## src/rtl/note_player_if.sv

```systemverilog
// note_player_if
//   Groups every non-clock/reset signal of the note player:
//     - timing strobe        : i_tick
//     - sequencer handshake  : o_note_stb, i_note_valid, i_note_pitch,
//                              i_note_len, i_note_instrument
//     - pitch-table ROM port : o_pitch_rom_addr, i_pitch_rom_data
//     - voice control        : o_voice_step, o_voice_instrument,
//                              o_voice_gate, o_voice_retrigger
//   Signal names keep the player's point of view (i_ = into the player).
//   master : the note player itself
//   slave  : the surrounding system (sequencer, ROM, voice, tick source)
interface note_player_if;
    logic        i_tick;
    logic        o_note_stb;
    logic        i_note_valid;
    logic [5:0]  i_note_pitch;
    logic [4:0]  i_note_len;
    logic [3:0]  i_note_instrument;
    logic [5:0]  o_pitch_rom_addr;
    logic [15:0] i_pitch_rom_data;
    logic [15:0] o_voice_step;
    logic [3:0]  o_voice_instrument;
    logic        o_voice_gate;
    logic        o_voice_retrigger;

    modport master (
        input  i_tick, i_note_valid, i_note_pitch, i_note_len,
               i_note_instrument, i_pitch_rom_data,
        output o_note_stb, o_pitch_rom_addr, o_voice_step,
               o_voice_instrument, o_voice_gate, o_voice_retrigger
    );

    modport slave (
        output i_tick, i_note_valid, i_note_pitch, i_note_len,
               i_note_instrument, i_pitch_rom_data,
        input  o_note_stb, o_pitch_rom_addr, o_voice_step,
               o_voice_instrument, o_voice_gate, o_voice_retrigger
    );
endinterface

```

## src/rtl/note_player.sv

```systemverilog
// note_player
//   Fetches notes from a pattern sequencer, looks up the oscillator phase
//   step in a synchronous pitch ROM and plays each note for
//   len * TICKS_PER_UNIT frame ticks, with the gate dropped for the last
//   GAP_TICKS ticks so consecutive notes are articulated.
// Ports
//   i_clk  : clock, rising edge
//   i_rst  : synchronous active-high reset
//   bus    : note_player_if.master (tick, sequencer handshake, ROM, voice)
module note_player #(
    parameter int TICKS_PER_UNIT = 4,
    parameter int GAP_TICKS      = 1
) (
    input  logic           i_clk,
    input  logic           i_rst,
    note_player_if.master  bus
);
    localparam logic [15:0] TPU16 = 16'(TICKS_PER_UNIT);
    localparam logic [15:0] GAP16 = 16'(GAP_TICKS);

    typedef enum logic [2:0] {
        IDLE, REQUEST, WAIT_NOTE, ROM_ADDR, ROM_DATA, PLAY
    } state_t;

    state_t      state_reg, state_next;
    logic [5:0]  pitch_reg;
    logic [4:0]  len_reg;
    logic [3:0]  instr_reg;
    logic [15:0] remaining_reg, remaining_next;
    logic        tick_pending_reg, tick_pending_next;
    logic [15:0] step_reg;
    logic [3:0]  voice_instr_reg;
    logic        gate_reg;
    logic        retrig_reg;
    logic        latch_note;
    logic        note_stb;
    logic        play_tick;
    logic [5:0]  units;
    logic [15:0] load_value;

    // A length of 0 encodes the longest note, 32 units.
    assign units      = (len_reg == 5'd0) ? 6'd32 : {1'b0, len_reg};
    assign load_value = 16'(units) * TPU16;

    always_comb begin
        state_next        = state_reg;
        remaining_next    = remaining_reg;
        tick_pending_next = tick_pending_reg;
        latch_note        = 1'b0;
        note_stb          = 1'b0;
        play_tick         = 1'b0;
        case (state_reg)
            IDLE: begin
                if (bus.i_tick) state_next = REQUEST;
            end
            REQUEST: begin
                note_stb   = 1'b1;
                state_next = WAIT_NOTE;
                if (bus.i_tick) tick_pending_next = 1'b1;
            end
            WAIT_NOTE: begin
                if (bus.i_tick) tick_pending_next = 1'b1;
                if (bus.i_note_valid) begin
                    latch_note = 1'b1;
                    state_next = ROM_ADDR;
                end
            end
            ROM_ADDR: begin
                if (bus.i_tick) tick_pending_next = 1'b1;
                state_next = ROM_DATA;
            end
            ROM_DATA: begin
                if (bus.i_tick) tick_pending_next = 1'b1;
                remaining_next = load_value;
                state_next     = PLAY;
            end
            PLAY: begin
                // A tick held over from the fetch phase is counted in the
                // first PLAY cycle; only one decrement happens per cycle.
                play_tick         = bus.i_tick | tick_pending_reg;
                tick_pending_next = 1'b0;
                if (play_tick) begin
                    if (remaining_reg == 16'd1) begin
                        remaining_next = 16'd0;
                        state_next     = REQUEST;
                    end else begin
                        remaining_next = remaining_reg - 16'd1;
                    end
                end
            end
            default: state_next = IDLE;
        endcase
    end

    always_ff @(posedge i_clk) begin
        if (i_rst) begin
            state_reg        <= IDLE;
            remaining_reg    <= 16'd0;
            tick_pending_reg <= 1'b0;
            pitch_reg        <= 6'd0;
            len_reg          <= 5'd0;
            instr_reg        <= 4'd0;
            step_reg         <= 16'd0;
            voice_instr_reg  <= 4'd0;
            gate_reg         <= 1'b0;
            retrig_reg       <= 1'b0;
        end else begin
            state_reg        <= state_next;
            remaining_reg    <= remaining_next;
            tick_pending_reg <= tick_pending_next;
            if (latch_note) begin
                pitch_reg <= bus.i_note_pitch;
                len_reg   <= bus.i_note_len;
                instr_reg <= bus.i_note_instrument;
            end
            // ROM data for the address presented in ROM_ADDR is valid now.
            if (state_reg == ROM_DATA) begin
                step_reg        <= (pitch_reg == 6'd0) ? 16'd0 : bus.i_pitch_rom_data;
                voice_instr_reg <= instr_reg;
            end
            retrig_reg <= (state_reg == ROM_DATA) && (pitch_reg != 6'd0);
            // Gate is computed from the next counter value so the registered
            // gate always agrees with the registered counter.
            gate_reg <= (state_next == PLAY) && (pitch_reg != 6'd0)
                        && (remaining_next > GAP16);
        end
    end

    assign bus.o_note_stb         = note_stb;
    assign bus.o_pitch_rom_addr   = pitch_reg;
    assign bus.o_voice_step       = step_reg;
    assign bus.o_voice_instrument = voice_instr_reg;
    assign bus.o_voice_gate       = gate_reg;
    assign bus.o_voice_retrigger  = retrig_reg;
endmodule

```

## src/flat_wrapper.sv

```systemverilog
// flat-port wrapper written by rule: the top's interface ports become plain ports
module note_player_flat 
#(
    parameter int TICKS_PER_UNIT = 4,
    parameter int GAP_TICKS      = 1
)
  (i_clk, i_rst, bus_i_tick, bus_i_note_valid, bus_i_note_pitch, bus_i_note_len, bus_i_note_instrument, bus_i_pitch_rom_data, bus_o_note_stb, bus_o_pitch_rom_addr, bus_o_voice_step, bus_o_voice_instrument, bus_o_voice_gate, bus_o_voice_retrigger);
  note_player_if bus_i ();
  input  logic i_clk;
  input  logic i_rst;
  input wire logic [$bits(bus_i.i_tick)-1:0] bus_i_tick;
  input wire logic [$bits(bus_i.i_note_valid)-1:0] bus_i_note_valid;
  input wire logic [$bits(bus_i.i_note_pitch)-1:0] bus_i_note_pitch;
  input wire logic [$bits(bus_i.i_note_len)-1:0] bus_i_note_len;
  input wire logic [$bits(bus_i.i_note_instrument)-1:0] bus_i_note_instrument;
  input wire logic [$bits(bus_i.i_pitch_rom_data)-1:0] bus_i_pitch_rom_data;
  output wire logic [$bits(bus_i.o_note_stb)-1:0] bus_o_note_stb;
  output wire logic [$bits(bus_i.o_pitch_rom_addr)-1:0] bus_o_pitch_rom_addr;
  output wire logic [$bits(bus_i.o_voice_step)-1:0] bus_o_voice_step;
  output wire logic [$bits(bus_i.o_voice_instrument)-1:0] bus_o_voice_instrument;
  output wire logic [$bits(bus_i.o_voice_gate)-1:0] bus_o_voice_gate;
  output wire logic [$bits(bus_i.o_voice_retrigger)-1:0] bus_o_voice_retrigger;
  assign bus_i.i_tick = bus_i_tick;
  assign bus_i.i_note_valid = bus_i_note_valid;
  assign bus_i.i_note_pitch = bus_i_note_pitch;
  assign bus_i.i_note_len = bus_i_note_len;
  assign bus_i.i_note_instrument = bus_i_note_instrument;
  assign bus_i.i_pitch_rom_data = bus_i_pitch_rom_data;
  assign bus_o_note_stb = bus_i.o_note_stb;
  assign bus_o_pitch_rom_addr = bus_i.o_pitch_rom_addr;
  assign bus_o_voice_step = bus_i.o_voice_step;
  assign bus_o_voice_instrument = bus_i.o_voice_instrument;
  assign bus_o_voice_gate = bus_i.o_voice_gate;
  assign bus_o_voice_retrigger = bus_i.o_voice_retrigger;
  note_player #(.TICKS_PER_UNIT(TICKS_PER_UNIT), .GAP_TICKS(GAP_TICKS)) u_core (.i_clk(i_clk), .i_rst(i_rst), .bus(bus_i));
endmodule
```

## config.mk

```make
export PLATFORM = sky130hd
export DESIGN_NAME = note_player_flat
export DESIGN_NICKNAME = d
export VERILOG_FILES = /design/src/rtl/note_player_if.sv /design/src/rtl/note_player.sv /design/src/flat_wrapper.sv
export SDC_FILE = /design/constraint.sdc
export NUM_CORES = 1
export LEC_CHECK = 0
export CAP_MARGIN = 20
export CORE_ASPECT_RATIO = 0.8
export CORE_UTILIZATION = 49
export CTS_CLUSTER_SIZE = 30
export DETAILED_ROUTE_END_ITERATION = 8
export PLACE_DENSITY = 0.89
export SLEW_MARGIN = 20
export SYNTH_ARGS = -nofsm -noshare
export SYNTH_HDL_FRONTEND = slang
export SYNTH_SLANG_ARGS = --single-unit
```

## constraint.sdc

```tcl
create_clock -name i_clk -period 2.15 [get_ports i_clk]
set_clock_uncertainty 0.15 [all_clocks]
set_input_delay 0.5375 -clock i_clk [delete_from_list [all_inputs] [get_ports i_clk]]
set_output_delay 0.5375 -clock i_clk [all_outputs]
set_load 0.1 [all_outputs]
```

==> results of run 1 <==
## worst register-to-register path, delay by kind of cell (launching register included)
| family | cells | cell delay, ns |
|---|---|---|
| buf+inv | 1 | 0.17 |
| compound gates | 4 | 0.88 |
| flops | 1 | 0.37 |
| simple gates | 2 | 0.51 |
## kinds of logic (layout without fill, tap and decap cells)
kind of cell    after synthesis  in the layout  share of synthesized area
simple gates                121            121                      0.241
compound gates               69             69                      0.200
flops                        57             57                      0.452
buf+inv                      23            113                     0.0417
xor+xnor                     10             10                     0.0347
mux                           5              5                     0.0203
fa+ha+maj                     2              2                    0.00992
## final cells by class
cell class	instances	area [um^2]	area share
Timing Repair Buffer	93	1150	0.285
Clock buffer	11	141	0.0350
Inverter	4	15.0	0.00372
Clock inverter	5	103	0.0254
Sequential cell	57	1150	0.286
Tap cell	60	75.1	0.0186
Multi-Input combinational cell	207	1400	0.346
## synth_stat cells (2+ instances only)
library cell  number
o21a_1             2
or4_1              3
a2bb2oi_1          2
o21ai_0            3
a21oi_1           22
a32oi_1            3
a21boi_0           2
xnor2_1            6
xor2_1             4
mux2i_1            4
nor3_1            11
a22oi_1            3
o21ai_2            2
buf_2              5
nor4_1             6
nand3_1            6
nor2_1            28
clkbuf_1          11
inv_1              4
nor2b_1            6
dfxtp_1           57
o31ai_1            3
nand2_1           42
nor4_2             2
ha_1               2
nand2b_1           2
a31oi_1            2
a22o_1            17
## per-stage QoR
stage	hold slack [ns]	utilization	instance area [um^2]
final	0.310	0.847	4030
after global routing	0.333	0.847	4030
after CTS	0.310	0.824	3920
after detailed placement	0.299	0.766	3650
after global placement	0.292	0.766	3650
after floorplan	0.286	-	2540
## power by group through the flow
stage / Sequential [mW] / Combinational, mW / Clock [mW]
2_1_floorplan: 1.18 / 0.257 / 0
3_3_place_gp: 1.14 / 0.481 / 0
3_5_place_dp: 1.14 / 0.500 / 0
4_1_cts: 1.12 / 0.520 / 1.26
5_1_grt: 1.13 / 0.596 / 1.32
6_report: 1.13 / 0.569 / 1.26
## worst max-delay path by stage
stage	endpoint	cells past startpoint
final	u_core.bus.o_voice_gate	7
after global routing	u_core.bus.o_voice_gate	7
after CTS	u_core.bus.o_voice_gate	7
after detailed placement	u_core.bus.o_voice_gate	6
after global placement	u_core.bus.o_voice_gate	7
after floorplan	bus_o_note_stb	3
## metal layers
metal	global-route usage	vias up
met3	0.126	46
met4	0.169	0
met1	0.404	1256
met2	0.528	185
met5	0	-
li1	-	1197
## timing repair
item	in CTS	in global routing
resized for setup	6	22
buffers inserted	1	2
pin swaps	2	7
endpoints found under the setup margin	30	12
==> results.py, run 1 <==
metrics = {
    "sta": {
        "fmax_mhz": 457,
        "fin_setup_tns_ns": -0.0369,
        "setup_ws_ns": -0.0369,
        "worst_pin_slew_ns": 0.737,
        "relSlewSlack": 0.508,
        "period_share": 1.02,
        "finalCriticalPeriod_ns": 2.19,
        "hold_violations": 0,
        "slew_viol_final": 0,
        "setup_viol": 1,
    },
    "clocking": {
        "cts_hold_buf": 0,
        "root_buffer": "clkbuf_8",
        "numCtsBuffers": 9,
        "clk_pin_slew_ns": 0.07,
        "clk_latency_ns": 0.35,
        "clock_sinks": 57,
        "htree_num_levels": 3,
        "cts_buffer_depth": 2,
        "cts_tree": "built",
    },
    "detailed_routing": {
        "drc_errors": 0,
        "top_layer_used": "met4",
        "first_pass_iters": 6,
        "drt-total-wl_mm": 8.89,
        "wl_per_cell_um": 20.3,
        "ant_nets": 0,
        "wl_met2_mm": 4.25,
        "dr_total_vias": 2684,
        "first_iter_violations": 373,
        "drt-met1-wl_mm": 3.53,
        "routed_via_density": 6.14,
        "dr_wl_met3_um": 799,
    },
    "power_and_ir_drop": {
        "p_comb_frac": 0.193,
        "seq_power_share": 0.381,
        "p_sw_mw": 0.816,
        "p_per_area_nw_per_um2": 732,
        "p_clk_frac": 0.426,
        "p_total_mw": 2.95,
        "p_leak_nw": 1.57,
        "p_int_mw": 2.14,
        "ir_worst_vdd_uv": 615,
        "netSwitchingFraction": 0.276,
    },
    "worst_setup_path": {
        "cp-startpoint": "u_core.remaining_reg[6]",
        "reg2reg_to": "u_core.bus.o_voice_gate",
        "path_max_fanout": 5,
        "crit_buf_inv": 1,
        "slowest_delay_ns": 0.37,
        "path_cells": "nor4_4 -> buf_4 -> nand2_1 -> o31ai_2 -> a31oi_1 -> a2111oi_2 -> a31oi_1",
        "startpoint_type": "flop",
        "arrival_ns": 2.25,
        "rr_startpoint": "u_core.remaining_reg[6]",
        "crit_top_cell": "a31oi_1",
        "worstRegToRegCells": 7,
        "worstPathRequired_ns": 2.22,
        "critPathCaptureType": "flop",
        "reg2reg_slack_ns": -0.04,
        "critical-path-top-delay-family": "compound AO/OA/AOI/OAI gates",
        "crit_slowest_cell": "dfxtp_2",
        "critPathKind": "flop to flop",
    },
    "yosys": {
        "ys_top_cells_by_area": "dfxtp_1 (45%), nand2_1 (6.3%), a22o_1 (5.9%)",
        "synthesis.nets": 324,
        "syn_area_um2": 2520,
        "synth_edf_count": 0,
        "synth_seq_cells": 57,
        "synth_top_flop_cell": "dfxtp_1",
        "avgSynthCellArea_um2": 8.79,
        "synth_top_area_frac": 0.452,
        "synth_top_area_cell": "dfxtp_1",
        "ys_seq_area_frac": 0.452,
        "synth.distinct_cells": 55,
        "ys_warn_count": 0,
        "syn_inst": 287,
        "ys_async_sr_fraction": 0,
    },
    "min_path": {
        "min_delay_worst_endpoint": "u_core.instr_reg[2]",
        "hp-start": "u_core.instr_reg[2]",
        "whs_path_depth": 2,
        "worst_hold_path_type": "flop to flop",
    },
    "cells_and_area": {
        "nFillCells": 232,
        "final_common_cell": "dfxtp_1",
        "area_growth_pct": 59.9,
        "nets": 409,
        "drive_above_1_share": 0.302,
        "stdcell_count": 437,
        "final_cell_mix": "dfxtp_1 (47), nand2_1 (41), clkdlybuf4s50_1 (33)",
        "diodes": 0,
    },
    "grt": {
        "grt_max_degree": 22,
        "grt_pass1_vias": 2643,
        "grtUsageTotal": 0.338,
        "grt_first_pass_wirelength_mm": 13.2,
        "gr-total-overflow": 0,
        "antenna_found_initial": 0,
    },
    "run_status": {
        "violations": "setup timing",
        "status": "complete, but fails checks",
    },
    "floorplan": {
        "die_h_um": 66.2,
        "die_w_um": 82.2,
        "initial_core_util": 0.530,
        "io_pins": 64,
        "rows": 22,
        "core_area_um2": 4760,
        "fp.dieArea_um2": 5440,
    },
    "run": {
        "maxCapViolCount": 0,
    },
    "placed_design": {
        "place_inst": 418,
        "dp_hpwl_mm": 5.69,
        "io_buffers": 63,
        "pre_cts_ws_ns": -0.510,
        "gp_congestion": 1.02,
    },
}
Power figures use the tool's default switching activity.
==> run 2, diff against run 1 <==
--- a/config.mk
+++ b/config.mk
@@ -5,12 +5,14 @@
 export SDC_FILE = /design/constraint.sdc
 export NUM_CORES = 1
 export LEC_CHECK = 0
+export ABC_AREA = 1
 export CAP_MARGIN = 20
 export CORE_ASPECT_RATIO = 0.8
 export CORE_UTILIZATION = 49
 export CTS_CLUSTER_SIZE = 30
 export DETAILED_ROUTE_END_ITERATION = 8
-export PLACE_DENSITY = 0.89
+export PLACE_DENSITY = 0.88
+export SKIP_LAST_GASP = 1
 export SLEW_MARGIN = 20
 export SYNTH_ARGS = -nofsm -noshare
 export SYNTH_HDL_FRONTEND = slang
==> run 2 against run 1 <==
Against the previous run: the run ends with DRC left; maximum frequency is 7.0% higher; register-to-register slack gained 0.14 ns; combinational power up 5.3%; final cell count up 20%; non-clock buffer count decreased by 3; via count up 8.7%; final area rose by 2.6%; synthesized area rose by 5.6%; core utilization fell by 3.9 points; synthesized cell count rose by 29%; largest cell class unchanged; power rose by 1.8%; sequential cell count unchanged.
==> results.py, run 2 <==
metrics = {
    "detailed_routing": {
        "drt-total-wl_mm": 8.62,
        "drc_errors": 8,
        "routed_via_density": 5.56,
        "wl_per_cell_um": 16.4,
        "first_iter_violations": 260,
        "dr_total_vias": 2918,
        "first_pass_iters": 7,
        "ant_nets": 0,
    },
    "yosys": {
        "synth_seq_cells": 57,
        "ys_top_cells_by_count": "nor2_1 (88), dfxtp_1 (57), nand2_1 (56)",
        "synthesis.nets": 407,
        "synth_fa_ha_area_frac": 0.00939,
        "syn_area_um2": 2660,
        "ys_warn_count": 0,
        "synth_edf_count": 0,
        "synth_top_flop_cell": "dfxtp_1",
        "synth_xor_area_frac": 0.0132,
        "avgSynthCellArea_um2": 7.20,
        "synth_top_family_by_area": "simple AND/OR/NAND/NOR gates",
        "synth.distinct_cells": 33,
        "muxShareOfSynthArea": 0,
        "ys_seq_area_frac": 0.428,
        "syn_inst": 370,
        "ys_top_cells_by_area": "dfxtp_1 (43%), nor2_1 (12%), nand2_1 (7.9%)",
        "post-synth-top-count-cell": "nor2_1",
        "synth_top_area_frac": 0.428,
        "ys_async_sr_fraction": 0,
        "yosys.area_share.simple": 0.302,
        "synth_compound_area_frac": 0.157,
        "synth_top_area_cell": "dfxtp_1",
    },
    "cells_and_area": {
        "drive_above_1_share": 0.231,
        "nets": 495,
        "final_common_cell": "nor2_1",
        "design_area_um2": 4140,
        "regArea_um2": 1140,
        "nFillCells": 330,
        "diodes": 0,
        "multiInputGateArea_um2": 1380,
        "area_growth_pct": 55.4,
        "final_cell_mix": "nor2_1 (79), dfxtp_1 (56), nand2_1 (54)",
        "stdcell_count": 525,
    },
    "power_and_ir_drop": {
        "ir_worst_vdd_uv": 536,
        "p_leak_nw": 1.83,
        "p_per_area_nw_per_um2": 727,
        "p_total_mw": 3.01,
    },
    "run": {
        "maxCapViolCount": 0,
    },
    "sta": {
        "worst_pin_slew_ns": 0.787,
        "setup_viol": 0,
        "period_share": 0.951,
        "finalCriticalPeriod_ns": 2.04,
        "slew_viol_final": 0,
        "fin_setup_tns_ns": 0,
        "fmax_mhz": 489,
        "hold_violations": 0,
        "relSlewSlack": 0.475,
        "setup_ws_ns": 0.106,
    },
    "floorplan": {
        "rows": 23,
        "fp.dieArea_um2": 5740,
        "initial_core_util": 0.520,
        "die_h_um": 67.9,
        "core_area_um2": 5120,
        "io_pins": 64,
        "die_w_um": 84.4,
    },
    "clocking": {
        "clock_sinks": 57,
        "clk_pin_slew_ns": 0.06,
        "cts_tree": "built",
        "root_buffer": "clkbuf_8",
        "cts_buffer_depth": 2,
        "clk_latency_ns": 0.34,
        "numCtsBuffers": 9,
        "cts_hold_buf": 0,
        "htree_num_levels": 3,
    },
    "grt": {
        "grt_max_degree": 30,
        "grt_first_pass_wirelength_mm": 13.2,
        "grt_pass1_vias": 2721,
        "grtUsageTotal": 0.309,
        "antenna_found_initial": 0,
        "gr-total-overflow": 0,
    },
    "worst_setup_path": {
        "critical-path-top-delay-family": "simple AND/OR/NAND/NOR gates",
        "crit_slowest_cell": "dfxtp_1",
        "reg2reg_to": "u_core.bus.o_voice_gate",
        "critPathCaptureType": "flop",
        "crit_buf_inv": 0,
        "worstRegToRegCells": 12,
        "path_max_fanout": 5,
        "startpoint_type": "flop",
        "arrival_ns": 2.13,
        "rr_startpoint": "u_core.remaining_reg[3]",
        "slowest_delay_ns": 0.34,
        "reg2reg_slack_ns": 0.11,
        "worstPathRequired_ns": 2.23,
        "critPathKind": "flop to flop",
        "path_cells": "nor2_2 -> nand3_1 -> nor2_2 -> nand2_1 -> nand2_2 -> nand2_2 -> nand2_2 -> nand3_1 -> nor2_1 -> nand2_1 -> nor2_2 -> nor2_1",
    },
    "placed_design": {
        "dp_hpwl_mm": 6.00,
        "pre_cts_ws_ns": -0.469,
        "place_area_um2": 3790,
        "io_buffers": 63,
        "place_inst": 508,
        "gp_congestion": 0.991,
    },
    "min_path": {
        "hp-start": "u_core.len_reg[1]",
        "worst_hold_path_type": "flop to flop",
        "whs_path_depth": 2,
        "min_delay_worst_endpoint": "u_core.len_reg[1]",
    },
    "run_status": {
        "status": "complete, but fails checks",
        "violations": "DRC",
    },
}
run 2: cell types whose count changed after synthesis, moves of 7 or more:
cell	delta
a22o_1	-17
o21ai_0	+23
nand2_1	+14
nor3_1	-7
a21oi_1	-13
inv_1	+38
a32o_1	+16
nor2_1	+60
nand3_1	+17
run 2: worst reg2reg max path, cell delays in order (launching register included):
cell and delay [ns]:
dfxtp_1 0.34, nor2_2 0.25, nand3_1 0.14, nor2_2 0.19, nand2_1 0.08, nand2_2 0.11, nand2_2 0.10, nand2_2 0.12
nand3_1 0.09, nor2_1 0.10, nand2_1 0.08, nor2_2 0.13, nor2_1 0.05
run 2: metal layers:
layer / GRT usage / up-vias / routed length (um)
li1: - / 1388 / -
met1: 0.382 / 1352 / 3600
met2: 0.515 / 161 / 4110
met3: 0.105 / 17 / 756
met4: 0.108 / 0 / 158
met5: 0 / - / 0
run 2: kinds of logic (layout without fill, tap and decap cells):
family	after synthesis	count (layout)
AOI/OAI and AO/OA	61	61
xor gates and xnor gates	4	4
adders and majority gates	2	2
buffers and inverters	58	151
DFF	57	57
and+or+nand+nor	188	188
run 2: how the worst max path moves through the flow:
| stage | slack, ns | start | to | cells past startpoint |
|---|---|---|---|---|
| 2_1_floorplan | 0.17 | u_core.bus.o_pitch_rom_addr[2] | u_core.bus.o_voice_step[10] | 6 |
| 3_3_place_gp | -0.44 | bus_i_tick | u_core.bus.o_voice_gate | 14 |
| 3_5_place_dp | -0.47 | bus_i_tick | u_core.bus.o_voice_gate | 14 |
| 4_1_cts | 0.002 | bus_i_tick | u_core.bus.o_voice_gate | 14 |
| 5_1_grt | -0.003 | u_core.state_reg[1] | u_core.bus.o_voice_gate | 12 |
| 6_report | 0.11 | u_core.remaining_reg[3] | u_core.bus.o_voice_gate | 12 |
run 2: area by class of cell:
class / instances / share of cell area
repair buffers: 90 / 0.270
well taps: 62 / 0.0187
clock buffers: 12 / 0.0375
flip-flops and latches: 57 / 0.276
clock inverters: 4 / 0.0239
inverters: 45 / 0.0414
multi-input cells: 255 / 0.333
run 2: per-stage QoR:
stage                     hold slack [ns]  utilization
after floorplan                     0.295            -
after global placement              0.309        0.740
after detailed placement            0.322        0.740
after CTS                           0.338        0.795
after global routing                0.359        0.808
final                               0.339        0.808
run 2: report_power, final:
part / switching (mW) / internal, mW / total [mW] / leakage, nW
Sequential: 0.0362 / 1.09 / 1.13 / 0.461
Combinational: 0.362 / 0.238 / 0.599 / 1.24
Clock: 0.445 / 0.836 / 1.28 / 0.127
run 2: timing repair:
action | in CTS | in global routing
gates resized for setup | 9 | 18
setup buffers | 0 | 1
pin swaps | 1 | 5
endpoints found under the setup margin | 1 | 10
endpoints found under the hold margin | 0 | 0
==> run 3, diff against run 2 <==
--- a/config.mk
+++ b/config.mk
@@ -7,7 +7,8 @@
 export LEC_CHECK = 0
 export ABC_AREA = 1
 export CAP_MARGIN = 20
-export CORE_ASPECT_RATIO = 0.8
+export CORE_ASPECT_RATIO = 1.25
+export CORE_MARGIN = 2
 export CORE_UTILIZATION = 49
 export CTS_CLUSTER_SIZE = 30
 export DETAILED_ROUTE_END_ITERATION = 8
==> run 3 against run 2 <==
Against the previous run: the flow now finishes without violations; count of clock-buffer cells in the layout down 1; worst hold slack got worse by 0.0021 ns; sequential share of layout area is 0.67 points higher; core utilization fell by 5.0 points; final area shrank 2.4%; power decreased by 10%; non-clock buffer count stayed put; maximum frequency increased by 1.2%; clock power down 24%; final cell count unchanged; highest routed layer unchanged; critical path depth shrank 2; setup slack improved by 0.024 ns.
==> results.py, run 3 (same netlist as run 2, synthesis figures left out) <==
metrics = {
    "run_status": {
        "status": "complete, no violations",
    },
    "floorplan": {
        "die_h_um": 86.4,
        "fp.dieArea_um2": 6050,
        "rows": 30,
        "die_w_um": 69.9,
        "io_pins": 64,
        "core_area_um2": 5330,
        "initial_core_util": 0.500,
    },
    "worst_setup_path": {
        "critPathCaptureType": "flop",
        "reg2reg_slack_ns": 0.13,
        "rr_startpoint": "u_core.state_reg[0]",
        "crit_slowest_cell": "dfxtp_1",
        "arrival_ns": 2.11,
        "startpoint_type": "flop",
        "critical-path-top-delay-family": "simple AND/OR/NAND/NOR gates",
        "crit_top_cell": "nor2_1",
        "worstRegToRegCells": 10,
        "reg2reg_to": "u_core.bus.o_voice_gate",
        "path_max_fanout": 29,
        "cp-startpoint": "u_core.state_reg[0]",
        "worstPathRequired_ns": 2.24,
        "crit_buf_inv": 2,
        "critPathKind": "flop to flop",
        "path_cells": "nor2_2 -> nand2_2 -> buf_4 -> o22ai_1 -> inv_1 -> nand3_1 -> nor2_1 -> nand3_1 -> nor2_1 -> nor2_1",
        "slowest_delay_ns": 0.44,
    },
    "detailed_routing": {
        "ant_nets": 0,
        "first_iter_violations": 186,
        "dr_total_vias": 2910,
        "first_pass_iters": 7,
        "drc_errors": 0,
        "routed_via_density": 5.54,
        "wl_per_cell_um": 16.7,
        "drt-total-wl_mm": 8.79,
    },
    "clocking": {
        "clk_pin_slew_ns": 0.07,
        "clock_sinks": 57,
        "cts_hold_buf": 0,
        "clk_latency_ns": 0.34,
        "htree_num_levels": 3,
        "cts_buffer_depth": 2,
        "numCtsBuffers": 9,
        "cts_tree": "built",
        "root_buffer": "clkbuf_8",
    },
    "placed_design": {
        "pre_cts_ws_ns": -0.417,
        "io_buffers": 63,
        "place_area_um2": 3790,
        "place_inst": 510,
        "dp_hpwl_mm": 6.15,
        "gp_congestion": 0.993,
    },
    "grt": {
        "grt_first_pass_wirelength_mm": 14.1,
        "grt_pass1_vias": 2961,
        "grtUsageTotal": 0.302,
        "grt_max_degree": 38,
        "antenna_found_initial": 0,
        "gr-total-overflow": 0,
    },
    "run": {
        "maxCapViolCount": 0,
    },
    "sta": {
        "setup_viol": 0,
        "hold_violations": 0,
        "hold_slack_ns": 0.337,
        "fin_setup_tns_ns": 0,
        "rsz0062_at_grt": "true",
        "relSlewSlack": 0.702,
        "worst_pin_slew_ns": 0.446,
        "finalCriticalPeriod_ns": 2.02,
        "slew_viol_final": 0,
        "fmax_mhz": 495,
        "setup_ws_ns": 0.130,
        "period_share": 0.940,
    },
    "min_path": {
        "min_delay_worst_endpoint": "u_core.len_reg[3]",
        "hp-start": "u_core.len_reg[3]",
        "whs_path_depth": 2,
        "worst_hold_path_type": "flop to flop",
    },
    "power_and_ir_drop": {
        "ir_worst_vdd_uv": 543,
        "p_leak_nw": 1.77,
        "p_total_mw": 2.70,
        "p_per_area_nw_per_um2": 667,
    },
    "cells_and_area": {
        "regArea_um2": 1140,
        "design_area_um2": 4040,
        "nFillCells": 352,
        "utilization": 0.758,
        "area_growth_pct": 51.8,
        "drive_above_1_share": 0.210,
        "final_cell_mix": "nor2_1 (83), dfxtp_1 (56), nand2_1 (55)",
        "nets": 495,
        "final_common_cell": "nor2_1",
        "diodes": 0,
        "stdcell_count": 525,
        "multiInputGateArea_um2": 1350,
    },
}
run 3: cell type report:
| cell class | count | area share |
|---|---|---|
| timing repair buffer | 90 | 0.275 |
| clock buffer | 11 | 0.0350 |
| inverter | 45 | 0.0424 |
| clock inverter | 3 | 0.0105 |
| sequential | 57 | 0.283 |
| tap | 64 | 0.0198 |
| multi-input combinational | 255 | 0.334 |
run 3: how the worst max path moves through the flow:
stage | cells after the start | slack, ns | endpoint
finish | 10 | 0.13 | u_core.bus.o_voice_gate
global route | 12 | -0.02 | u_core.bus.o_voice_gate
CTS | 14 | 0.002 | u_core.bus.o_voice_gate
detailed placement | 14 | -0.42 | u_core.bus.o_voice_gate
global placement | 12 | -0.38 | u_core.bus.o_voice_gate
floorplan | 6 | 0.17 | u_core.bus.o_voice_step[10]
run 3: metal layers:
layer / GRT usage / wire [um]
met5: 0 / 0
met4: 0.171 / 380
met3: 0.0791 / 570
met2: 0.538 / 4520
met1: 0.322 / 3320
run 3: worst register-to-register path, cell delays in order (launching register included):
cell and delay [ns]:
dfxtp_1 0.44, nor2_2 0.09, nand2_2 0.13, buf_4 0.36
o22ai_1 0.14, inv_1 0.08, nand3_1 0.09, nor2_1 0.17
nand3_1 0.10, nor2_1 0.12, nor2_1 0.05
run 3: where the power goes:
part	switching (mW)	total [mW]	leakage, nW	internal (mW)
Combinational	0.360	0.591	1.22	0.231
Sequential	0.0382	1.13	0.461	1.09
Clock	0.425	0.976	0.0913	0.552
run 3: timing repair:
| item | in CTS | in global routing |
|---|---|---|
| pin swaps | 5 | 4 |
| setup buffers | 1 | 0 |
| resized for setup | 9 | 10 |
| setup endpoints to repair | 1 | 19 |
